[src/rtl/mem_access_ctrl_pkg.sv]
// Shared definitions for the memory-stage access controller:
// FSM state encoding, access-size codes and the store strobe helper.
package mem_pkg;

  // Controller states; two-bit encoding shared with anything that observes the FSM
  typedef enum logic [1:0] {
    IDLE = 2'd0,
    ADDR = 2'd1,
    DATA = 2'd2,
    DONE = 2'd3
  } state_t;

  // Access size codes carried on sizeM / data_size
  localparam logic [1:0] SIZE_BYTE = 2'd0;
  localparam logic [1:0] SIZE_HALF = 2'd1;
  localparam logic [1:0] SIZE_WORD = 2'd2;

  // Byte strobes presented on the bus: loads never enable lanes
  function automatic logic [3:0] busStrobe(input logic isWrite, input logic [3:0] strb);
    return isWrite ? strb : 4'b0000;
  endfunction

endpackage

[src/rtl/mem_access_ctrl_if.sv]
// Request/response bus between the memory-stage controller and the data memory.
// The controller is the master: it issues requests and receives the handshakes.
interface mem_access_ctrl_if;
  logic        data_req;
  logic        data_wr;
  logic [1:0]  data_size;
  logic [31:0] data_addr;
  logic [31:0] data_wdata;
  logic [3:0]  data_wstrb;
  logic        data_addr_ok;
  logic        data_data_ok;
  logic [31:0] data_rdata;

  modport master (
    output data_req, data_wr, data_size, data_addr, data_wdata, data_wstrb,
    input  data_addr_ok, data_data_ok, data_rdata
  );

  modport slave (
    input  data_req, data_wr, data_size, data_addr, data_wdata, data_wstrb,
    output data_addr_ok, data_data_ok, data_rdata
  );
endinterface

[src/rtl/mem_access_ctrl.sv]
// Memory-stage load/store controller. Latches one access from the pipeline,
// presents it on the bus until the address is accepted, waits for the data
// phase, captures load data and then parks in DONE until the pipeline moves on.
module mem_access_ctrl
  import mem_pkg::*;
(
  input  logic               clk,
  input  logic               rst,
  input  logic               memenM,
  input  logic               memwriteM,
  input  logic [3:0]         sig_write,
  input  logic [1:0]         sizeM,
  input  logic [31:0]        aluoutM,
  input  logic [31:0]        writedataM,
  input  logic               stall_extM,
  mem_access_ctrl_if.master  memBus,
  output logic [31:0]        readdataM,
  output logic               stall_memM
);

  state_t      state;
  logic        busReq;
  logic        busWr;
  logic [1:0]  busSize;
  logic [31:0] busAddr;
  logic [31:0] busWdata;
  logic [3:0]  busWstrb;

  // Bus request fields come straight from registers so they cannot glitch
  // while the slave is still deciding whether to accept the address.
  assign memBus.data_req   = busReq;
  assign memBus.data_wr    = busWr;
  assign memBus.data_size  = busSize;
  assign memBus.data_addr  = busAddr;
  assign memBus.data_wdata = busWdata;
  assign memBus.data_wstrb = busWstrb;

  // Stall covers the request cycle in IDLE plus every cycle an access is in
  // flight; reset forces it low even though state already reads IDLE.
  assign stall_memM = ~rst & (((state == IDLE) & memenM) |
                              (state == ADDR) | (state == DATA));

  // Access FSM: latch in IDLE, address phase in ADDR, data phase in DATA,
  // hold in DONE while the rest of the pipeline is stalled.
  always_ff @(posedge clk or posedge rst) begin
    if (rst) begin
      state     <= IDLE;
      busReq    <= 1'b0;
      busWr     <= 1'b0;
      busSize   <= SIZE_BYTE;
      busAddr   <= 32'h0;
      busWdata  <= 32'h0;
      busWstrb  <= 4'b0000;
      readdataM <= 32'h0;
    end else begin
      case (state)
        IDLE: begin
          if (memenM) begin
            busReq   <= 1'b1;
            busWr    <= memwriteM;
            busSize  <= sizeM;
            busAddr  <= aluoutM;
            busWdata <= writedataM;
            busWstrb <= busStrobe(memwriteM, sig_write);
            state    <= ADDR;
          end
        end
        ADDR: begin
          // Once issued the request runs to completion regardless of memenM
          if (memBus.data_addr_ok) begin
            busReq <= 1'b0;
            if (memBus.data_data_ok) begin
              if (!busWr) begin
                readdataM <= memBus.data_rdata;
              end
              state <= DONE;
            end else begin
              state <= DATA;
            end
          end
        end
        DATA: begin
          if (memBus.data_data_ok) begin
            if (!busWr) begin
              readdataM <= memBus.data_rdata;
            end
            state <= DONE;
          end
        end
        DONE: begin
          if (!stall_extM) begin
            state <= IDLE;
          end
        end
        default: state <= IDLE;
      endcase
    end
  end

endmodule

[src/flat_wrapper.sv]
// flat-port wrapper written by rule: the top's interface ports become plain ports
module mem_access_ctrl_flat import mem_pkg::*;
  (clk, rst, memenM, memwriteM, sig_write, sizeM, aluoutM, writedataM, stall_extM, readdataM, stall_memM, memBus_data_req, memBus_data_wr, memBus_data_size, memBus_data_addr, memBus_data_wdata, memBus_data_wstrb, memBus_data_addr_ok, memBus_data_data_ok, memBus_data_rdata);
  mem_access_ctrl_if memBus_i ();
  input  logic clk;
  input  logic rst;
  input  logic memenM;
  input  logic memwriteM;
  input  logic [3:0] sig_write;
  input  logic [1:0] sizeM;
  input  logic [31:0] aluoutM;
  input  logic [31:0] writedataM;
  input  logic stall_extM;
  output logic [31:0] readdataM;
  output logic stall_memM;
  output wire logic [$bits(memBus_i.data_req)-1:0] memBus_data_req;
  output wire logic [$bits(memBus_i.data_wr)-1:0] memBus_data_wr;
  output wire logic [$bits(memBus_i.data_size)-1:0] memBus_data_size;
  output wire logic [$bits(memBus_i.data_addr)-1:0] memBus_data_addr;
  output wire logic [$bits(memBus_i.data_wdata)-1:0] memBus_data_wdata;
  output wire logic [$bits(memBus_i.data_wstrb)-1:0] memBus_data_wstrb;
  input wire logic [$bits(memBus_i.data_addr_ok)-1:0] memBus_data_addr_ok;
  input wire logic [$bits(memBus_i.data_data_ok)-1:0] memBus_data_data_ok;
  input wire logic [$bits(memBus_i.data_rdata)-1:0] memBus_data_rdata;
  assign memBus_data_req = memBus_i.data_req;
  assign memBus_data_wr = memBus_i.data_wr;
  assign memBus_data_size = memBus_i.data_size;
  assign memBus_data_addr = memBus_i.data_addr;
  assign memBus_data_wdata = memBus_i.data_wdata;
  assign memBus_data_wstrb = memBus_i.data_wstrb;
  assign memBus_i.data_addr_ok = memBus_data_addr_ok;
  assign memBus_i.data_data_ok = memBus_data_data_ok;
  assign memBus_i.data_rdata = memBus_data_rdata;
  mem_access_ctrl u_core (.clk(clk), .rst(rst), .memenM(memenM), .memwriteM(memwriteM), .sig_write(sig_write), .sizeM(sizeM), .aluoutM(aluoutM), .writedataM(writedataM), .stall_extM(stall_extM), .memBus(memBus_i), .readdataM(readdataM), .stall_memM(stall_memM));
endmodule
[config.mk]
export PLATFORM = sky130hd
export DESIGN_NAME = mem_access_ctrl_flat
export DESIGN_NICKNAME = d
export VERILOG_FILES = /design/src/rtl/mem_access_ctrl_pkg.sv /design/src/rtl/mem_access_ctrl_if.sv /design/src/rtl/mem_access_ctrl.sv /design/src/flat_wrapper.sv
export SDC_FILE = /design/constraint.sdc
export NUM_CORES = 1
export LEC_CHECK = 0
export BUFFER_PORTS_ARGS = -buffer_cell sky130_fd_sc_hd__clkbuf_2
export CAP_MARGIN = 10
export CORE_MARGIN = 5
export CORE_UTILIZATION = 41
export DETAILED_ROUTE_END_ITERATION = 7
export GPL_ROUTABILITY_DRIVEN = 0
export PLACE_DENSITY = 0.76
export REMOVE_ABC_BUFFERS = 1
export SETUP_SLACK_MARGIN = 0.05
export SLEW_MARGIN = 10
export SYNTH_ARGS = -nofsm -noshare
export SYNTH_HDL_FRONTEND = slang
export SYNTH_SLANG_ARGS = --single-unit
[constraint.sdc]
create_clock -name clk -period 3.1 [get_ports clk]
set_clock_uncertainty 0.05 [all_clocks]
set_input_delay 0.31 -clock clk [delete_from_list [all_inputs] [get_ports clk]]
set_output_delay 0.31 -clock clk [all_outputs]
set_load 0.03 [all_outputs]
== Word level (Yosys, flattened, before mapping) ==
Cells that the tools add are included.

* Register bits: 106
* Bits of input ports: 109

* Equal/unequal tests: 7
* Mux-type cells: 14
* Bitwise logic cells: 5
* Reduce and logical (&&, ||, !) cells: 7

{| class="wikitable"
|+ Operators with widths
! kind !! count
|-
| 32-bit two-way mux || 3
|-
| 32-bit case mux with 2 select lines || 1
|-
| 2-bit two-way mux || 4
|-
| 2-bit inequality test (second input constant) || 4
|-
| 2-bit case mux with 4 select lines || 1
|-
| 2-bit == test (second input constant) || 2
|-
| 4-bit two-way mux || 1
|-
| 2-bit AND reduction || 2
|-
| 4-bit AND reduction || 1
|-
| 2-bit nonzero test || 2
|-
| 1-bit two-way mux || 3
|-
| 3-bit AND reduction || 1
|-
| 1-bit AND || 2
|-
| 2-bit by 1-bit == test with 1-bit output (second input constant) || 1
|-
| 2-bit logical NOT || 1
|-
| 1-bit OR || 2
|-
| 1-bit case mux with 2 select lines || 1
|-
| 1-bit inverter || 1
|}

== Logic depth before layout (Yosys ltp) ==
Gate-level depths: netlist (run 1).

* Depth after elaboration: 5
* Depth in mapped cells: 7

== Worst setup path after synthesis (run 1) ==
No wires, ideal clock.

* Path type: register to output
* Start point: register u_core.state[1]
* End point: output stall_memM
* Data arrival time: 1.556 ns
* Data required time: 2.740 ns
* Setup slack: 1.184 ns
* Cell stages (with the launch flop): 7
* Cell sequence: dfrtp_1 > inv_1 > ha_1 > nand2_1 > buf_6 > buf_6 > a21oi_1

* Longest elaborated chain between the ends: 5

{| class="wikitable"
|+ Ends and longest elaborated chain
! element !! RTL line !! source
|-
| from (decl) || mem_access_ctrl.sv:21 || <nowiki>state_t state;</nowiki>
|-
| from (signal assigned) || mem_access_ctrl.sv:47 || <nowiki>state <= IDLE;</nowiki>
|-
| from (signal assigned) || mem_access_ctrl.sv:65 || <nowiki>state <= ADDR;</nowiki>
|-
| from (signal assigned) || mem_access_ctrl.sv:76 || <nowiki>state <= DONE;</nowiki>
|-
| 2-bit logical NOT || mem_access_ctrl.sv:40 || <nowiki>assign stall_memM = ~rst & (((state == IDLE) & memenM) |</nowiki>
|-
| 1-bit AND || mem_access_ctrl.sv:40 ||
|-
| 1-bit OR || mem_access_ctrl.sv:40 ||
|-
| 1-bit OR (*) || mem_access_ctrl.sv:41 || <nowiki>(state == ADDR) | (state == DATA));</nowiki>
|-
| 1-bit AND (*) || mem_access_ctrl.sv:40 ||
|-
| to (decl) || flat_wrapper.sv:15 || <nowiki>output logic stall_memM;</nowiki>
|}

Every way passes the cells marked *; elsewhere a longest branch is shown, timed or not.

== Worst setup path after layout (run 1) ==
* Start point: register u_core.state[0]
* End point: output stall_memM

The elaborated chain is that of the path after synthesis.

==> results of run 1 <==
## flip-flops by register name (all words and copies together), names as in the netlist
register,cells
u_core.state,2
u_core.memBus.data_wr,1
u_core.memBus.data_req,1
u_core.memBus.data_wstrb,4
u_core.memBus.data_wdata,32
u_core.memBus.data_addr,32
u_core.readdataM,32
u_core.memBus.data_size,2
## final cells by class
type | count | area, um2 | share of cell area, %
sequential | 106 | 2653 | 47.42
multi-input combinational | 133 | 1466 | 26.21
timing repair buffer | 216 | 1114 | 19.91
tap | 136 | 170.2 | 3.042
clock buffer | 9 | 123.9 | 2.214
clock inverter | 7 | 50.05 | 0.8947
inverter | 4 | 17.52 | 0.3131
## worst register-to-register path, delay by kind of cell (launching register included)
family,cells,cell delay (ps)
adders and majority gates,1,310
buffers and inverters,1,100
DFF,1,430
muxes,1,440
and+or+nand+nor,2,760
## cells in the final DEF, fill, tap and decap left out, drive strengths merged
cell	instances
o2111ai	1
mux2	100
nand3	1
clkinv	4
o21ai	7
nand2	10
clkbuf	222
buf	3
o31ai	1
nor2	3
a21oi	1
dfrtp	106
nand2b	2
inv	7
ha	5
a211oi	1
a211o	1
## kinds of logic after synthesis
logic type | after synthesis | share of synthesized area, %
AO/OA/AOI/OAI | 12 | 1.715
flip-flops | 106 | 62.68
AND/OR/NAND/NOR | 16 | 1.922
adder cells (fa/ha/maj) | 5 | 1.478
buffers and inverters | 15 | 2.838
multiplexers | 100 | 29.36
## how the worst max path moves through the flow
stage,end,slack (ps),depth (start not counted)
floorplan,stall_memM,-620,4
global placement,u_core.readdataM[8]$_DFFE_PP0P_,980,5
detailed placement,u_core.readdataM[22]$_DFFE_PP0P_,900,5
CTS,stall_memM,770,5
global route,stall_memM,650,5
finish,stall_memM,800,5
## power by group
| part | total (W) | internal [W] | switching, W |
|---|---|---|---|
| clock network | 0.000766 | 0.000299 | 0.000467 |
| logic | 0.00365 | 0.00142 | 0.00224 |
| registers | 0.00250 | 0.00209 | 0.000407 |
## per-layer routing
metal,share of wire [%],track usage [%],vias up
li1,-,-,1314
met1,40,18.27,1362
met2,51,26.98,118
met3,7.1,4.620,12
met4,1.4,5.109,0
met5,0,0,-
## metrics by stage
stage	setup slack, ps	hold slack [ps]	total power, W
3_3_place_gp	983.6	415.0	0.006114
5_1_grt	648.8	89.52	0.007333
3_5_place_dp	902.7	419.5	0.006236
6_report	796.6	27.70	0.006919
2_1_floorplan	-621.4	394.7	0.005161
4_1_cts	771.2	44.14	0.007017
==> metrics list, run 1 <==
* Result of the run: finished clean
- In the final design database the tool counted 584 nets.
* Power density over cell area: 1237 mW/mm2
- Final setup viols: 0
- The tool flagged a number of max-cap violations equal to 0.
* Arrival time reported for the critical path endpoint: 1940 ps
- Starting density of the core: 41.55%
- The path class of the tightest hold or removal check is in -> async.
- Relative to the synthesized area, the layout overhead comes to 32.20%.
* Category of cells accounting for the largest share of critical-path delay: flip-flops
* Top post-synthesis cells by count: 106 x dfrtp_1, 68 x mux2_2, 31 x mux2_4, 10 x nand2_1, 8 x buf_6
- DR WL/cell: 15.40 um
- Post-CTS timing repair inserted 0 buffers for setup.
- Of the cells placed in the final design, the portion with a size suffix greater than 1 is 70.74%.
* Aggregate negative setup slack: 0 ps
* Gr ovfl total: 0
- Largest buffer count on any clock path: 2
* Clock-pin slew reported for the worst setup and hold paths after clock tree synthesis: 110 ps
- In this run the critical register-to-register path is launched from u_core.state[0]$_DFFE_PP0P_.
- Remaining design rule violation count: 0
- The count of buffers added on input and output ports is 213.
- Clock tree from TritonCTS: yes
- For this run, the register share of the synthesized area comes to 62.68%.
- The core region is 0.01018 mm2.
- Fin crit share: 74.30%
* Initial antenna violation count: 0
- In the routed layout, each cell is associated on average with a via count of 4.592.
* Final Hold Viols: 0
- Setup repair after global routing left no endpoint under its margin.
- Synthesis warning total: 0
- Antenna cell count: 0
* Number of buffer and inverter instances along the worst setup path: 2
- The synthesized design contains 0 enable-type register cells.
* Total Routing Usage GR: 15.46%
* Number of H-tree branching levels: 3
- Critical path's largest stage delay: 440 ps
- Placed Cells: 595
- Finished Layout Cells: 611
- Worst setup EP type: output port
- Counting every sink on the clock net gives 106.
- Synthesized area: 0.004232 mm2
- Measured along the x axis, the die boundary spans 111.6 um.
- The final count of pins violating max slew is 0.
- The floorplan has 37 rows.
- Of the post-synthesis cell area, the dominant cell type holds 62.68%.
* Design area: 0.005594 mm2
- In this run the clock root is driven by a clkbuf_8.
- By startpoint and endpoint, the worst setup path is classified as reg -> out.
- The signal on the critical path passes through inv_1 > ha_1 > nand2_4 > a21oi_1 > clkbuf_2.
- TritonCTS Buffers: 9
* Die boundary height: 111.6 um
- Summed over all cells, the static leakage comes to 2.946 nW.
- Hold buffer count at cts: 0
- Ranking of synthesized cells by area: dfrtp_1 63%, mux2_2 18%, mux2_4 11%
- Cell with the largest stage delay on the worst path: dfrtp_1
- For this block, the via count after detailed routing is 2806.
* Fillers: 901
- The first routing iteration left 121 violations.
* Post-DP Area: 0.005420 mm2
* Register-to-register path setup slack: 910 ps
- Flip-flop cell with the highest count after synthesis: dfrtp_1
- End of the worst register-to-register path: u_core.readdataM[6]$_DFFE_PP0P_
* Final WL: 9412 um
* Maximum number of pins on one net before global-route repair: 60
- Distinct cells, synth: 20
* R2R cell count: 5
- Clock period minus worst slack: 2303 ps
* Post-layout util: 54.93%
* Synthesized area per cell: 16.66 um2
- The HPWL after detailed placement is 7428 um.
- Clock insertion delay at the later pin of the skew report: 350 ps
- First-pass detailed-route iteration total: 4
- In this run, synthesis produced a sequential element count of 106.
- Maximum clock frequency: 0.4341 GHz
- In the synthesized netlist the async set-or-reset flop fraction comes to 100.0%.
* Most numerous cell in the Yosys netlist: dfrtp_1
- Crit path max fanout: 30
- Critical path launch point type: flip-flop
- Once detail routing completed, the nets flagged for antenna violations numbered 0.
- Worst setup path start: u_core.state[0]$_DFFE_PP0P_
- At the pin with the least slew margin, the transition time is 861.9 ps.
* Vias in the first global route: 3194
- The die covers 0.01245 mm2.
* Slew Limit Headroom: 42.41%
- First-pass GRT wire length: 15760 um
* Post-cts resize count: 0
- Worst vdd rail ir drop: 635.7 uV
- The cell count after synthesis came out at 254.
* CP required: 2740 ps
- For this design the top-level I/O count stands at 214.
- Largest area contributor in the synthesized netlist: dfrtp_1
Power figures use the tool's default switching activity.
==> inputs of run 2 (changes only) <==
==> constraint.sdc (replaced) <==
create_clock -name clk -period 2.1 [get_ports clk]
set_clock_uncertainty 0.05 [all_clocks]
set_input_delay 0.21 -clock clk [delete_from_list [all_inputs] [get_ports clk]]
set_output_delay 0.21 -clock clk [all_outputs]
set_load 0.03 [all_outputs]
==> run 2 against run 1 <==
  * First-iteration DRC count decreased by 32%
  * Global-route usage increased by 0.77 points
  * Via count increased by 1.6%
  * Cell count increased by 1.1%
  * Die area unchanged
  * Non-clock buffer count increased by 8
  * Cell area increased by 2.8%
  * Register-to-register slack got worse by 600 ps
  * Count of clock-buffer cells in the layout increased by 4
  * Flip-flop and latch count unchanged
  * Sequential power increased by 47%
  * Largest cell class unchanged
==> metrics list, run 2 (same netlist as run 1, synthesis figures left out) <==
- Starting density of the core: 41.55%
- Total Routing Usage GR: 16.22%
- Measured against its own limit, the worst slew margin works out to 69.91%.
- Die boundary height: 111.6 um
- Area of the multi-input gates: 0.001491 mm2
- The sequential cells in the finished layout cover a total of 0.002653 mm2.
- The number of global-route vias before repair came to 3230.
- The critical path is of the reg -> out type.
- Placement row count: 37
- In this design, the stage delay of the slowest critical-path cell is 450 ps.
- STA classifies the critical path endpoint as an output port.
* TritonCTS Buffers: 9
* Finished Layout Cells: 618
- For this run, the detailed router's first-pass iteration total came to 4.
- Gr ovfl total: 0
- Final Hold Viols: 0
- After filler insertion, the fill cell instance count of the layout stands at 866.
* Reg power frac: 34.9%
- Port buffering added 213 buffers.
- Cell with the largest stage delay on the worst path: dfrtp_1
- Across the run, the number of max-cap violations was 0.
- After clock tree synthesis, the clock-pin slew on the worst setup and hold paths is 90 ps.
* Placeable Area: 0.01018 mm2
- DR vias: 2851
- Post-route met1 wirelength: 3888 um
- DR WL/cell: 15.82 um
* Post-route ant nets: 0
- Largest buffer count on any clock path: 2
* Commonest cells after routing, fill and taps aside: 212 x clkbuf_2, 106 x dfrtp_1, 68 x mux2_2, 31 x mux2_4, 12 x clkbuf_8
* Number of nets in the finished design: 592
- The initial antenna violation count is 0.
* Number of H-tree branching levels: 3
* First-pass GRT wire length: 16360 um
* Result of the run: finished clean
- The clock network accounts for 12.2% of the total power.
- Data arrives at the worst endpoint at 1660 ps.
- Combinational logic burns 53.0% of the power.
* Leading cell type in the layout, fill and taps excluded: clkbuf_2
- At the worst endpoint, the required time is 1840 ps.
- The die is 111.6 um wide.
- Power density over cell area: 1834 mW/mm2
- Final setup viols: 0
- Met2 WL: 5022 um
* Number of top-level pins: 214
* Ordered list of cells on the worst path: inv_2 > ha_4 > nand2_8 > a21oi_2 > clkbuf_4
* Switching Fraction: 43.54%
* Design area: 0.005752 mm2
* Synth-to-Final Area Change: 35.93%
- The worst-case IR drop observed on VDD is 800.3 uV.
- Placed Cells: 602
- Signal routing reaches up to met4.
* Layout cell share with drive strength beyond 1: 71.58%
- The later pin in the worst-skew pair is clocked with a latency of 350 ps.
- Via density per instance: 4.613
- In the detailed route, the total length drawn on met3 is 688 um.
- Crit path max fanout: 21
- Remaining design rule violation count: 0
* Fin crit share: 91.56%
- Summed over all nets, the half-perimeter wirelength after detailed placement is 7742 um.
- Transition at the pin with the smallest max-transition slack: 451.4 ps
- The repair_antennas step left the layout with diodes totalling 0.
- The path class of the tightest hold or removal check is in -> reg.
- Setup repair after global routing left no endpoint under its margin.
* Post-DP Area: 0.005510 mm2
- The clock net in this run drives a total of 106 sinks.
* Clock period minus worst slack: 1923 ps
* Critical path launch point type: flip-flop
- Based on the critical path, the design can be clocked at up to 0.5201 GHz.
* Final WL: 9775 um
* Net load switching power: 0.004593 W
- Root Buffer Master: clkbuf_8
- Entering global routing, the biggest net connects 71 pins.
- The internal power of the cells totals 0.005956 W.
- Starting DRC count in detailed routing: 82
* Die area: 0.01245 mm2
- Leakage power summed over all cells: 3.003 nW
- Max-slew violation count: 0
- Clock tree from TritonCTS: yes
-- run 2: path summary, 6_finish.rpt --
path	startpoint	endpoint	slack (ps)	depth (start not counted)
worst max register to register	u_core.state[1]$_DFFE_PP0P_	u_core.readdataM[20]$_DFFE_PP0P_	310	7
worst max-delay path	u_core.state[0]$_DFFE_PP0P_	stall_memM	180	5
worst min register to register	u_core.readdataM[15]$_DFFE_PP0P_	u_core.readdataM[15]$_DFFE_PP0P_	450	1
worst min-delay path	writedataM[19]	u_core.memBus.data_wdata[19]$_DFFE_PP0P_	30	2
max in group asynchronous	rst	u_core.memBus.data_wdata[8]$_DFFE_PP0P_	1150	4
min in group asynchronous	rst	u_core.memBus.data_addr[5]$_DFFE_PP0P_	480	4
-- run 2: critical path: cells and delay by family (launching register included) --
family / cells / cell delay [ps]
flip-flops: 1 / 450
buffers and inverters: 2 / 340
adder cells (fa/ha/maj): 1 / 190
AO/OA/AOI/OAI: 1 / 180
AND/OR/NAND/NOR: 1 / 150
-- run 2: what timing repair did --
item,CTS,global route
resized for setup,5,2
buffers inserted,0,0
setup endpoints to repair,1,1
hold endpoints to repair,106,0
hold buffers,1,0
-- run 2: final cells by class --
cell class	count	share of cell area (%)
Multi-Input combinational cell	133	25.93
Timing Repair Buffer	224	21.14
Inverter	4	0.3045
Clock buffer	13	2.937
Clock inverter	2	0.6091
Sequential cell	106	46.12
Tap cell	136	2.958
-- run 2: power groups by stage --
stage	logic [W]	registers [W]	clock network, W
final	0.00559	0.00368	0.00128
after global routing	0.00592	0.00383	0.00140
after CTS	0.00567	0.00369	0.00133
after detailed placement	0.00561	0.00371	0
after global placement	0.00548	0.00366	0
after floorplan	0.00195	0.00567	0
-- run 2: per-layer routing --
layer	vias up	global-route usage [%]
met3	17	4.891
met4	0	5.272
met2	122	27.62
met5	-	0
li1	1330	-
met1	1382	19.80
-- run 2: stage by stage --
| stage | TNS [ps] | setup slack [ps] | utilization (%) | hold WS, ps | power, W |
|---|---|---|---|---|---|
| 6_report | 0 | 177.2 | 56.47 | 26.50 | 0.01055 |
| 5_1_grt | 0 | 70.20 | 56.47 | 5.863 | 0.01115 |
| 4_1_cts | 0 | 85.74 | 56.47 | 4.742 | 0.01068 |
| 3_5_place_dp | 0 | 231.9 | 54.10 | 279.5 | 0.009322 |
| 3_3_place_gp | 0 | 316.1 | 54.10 | 281.7 | 0.009140 |
| 2_1_floorplan | -182540 | -1521 | - | 294.7 | 0.007618 |
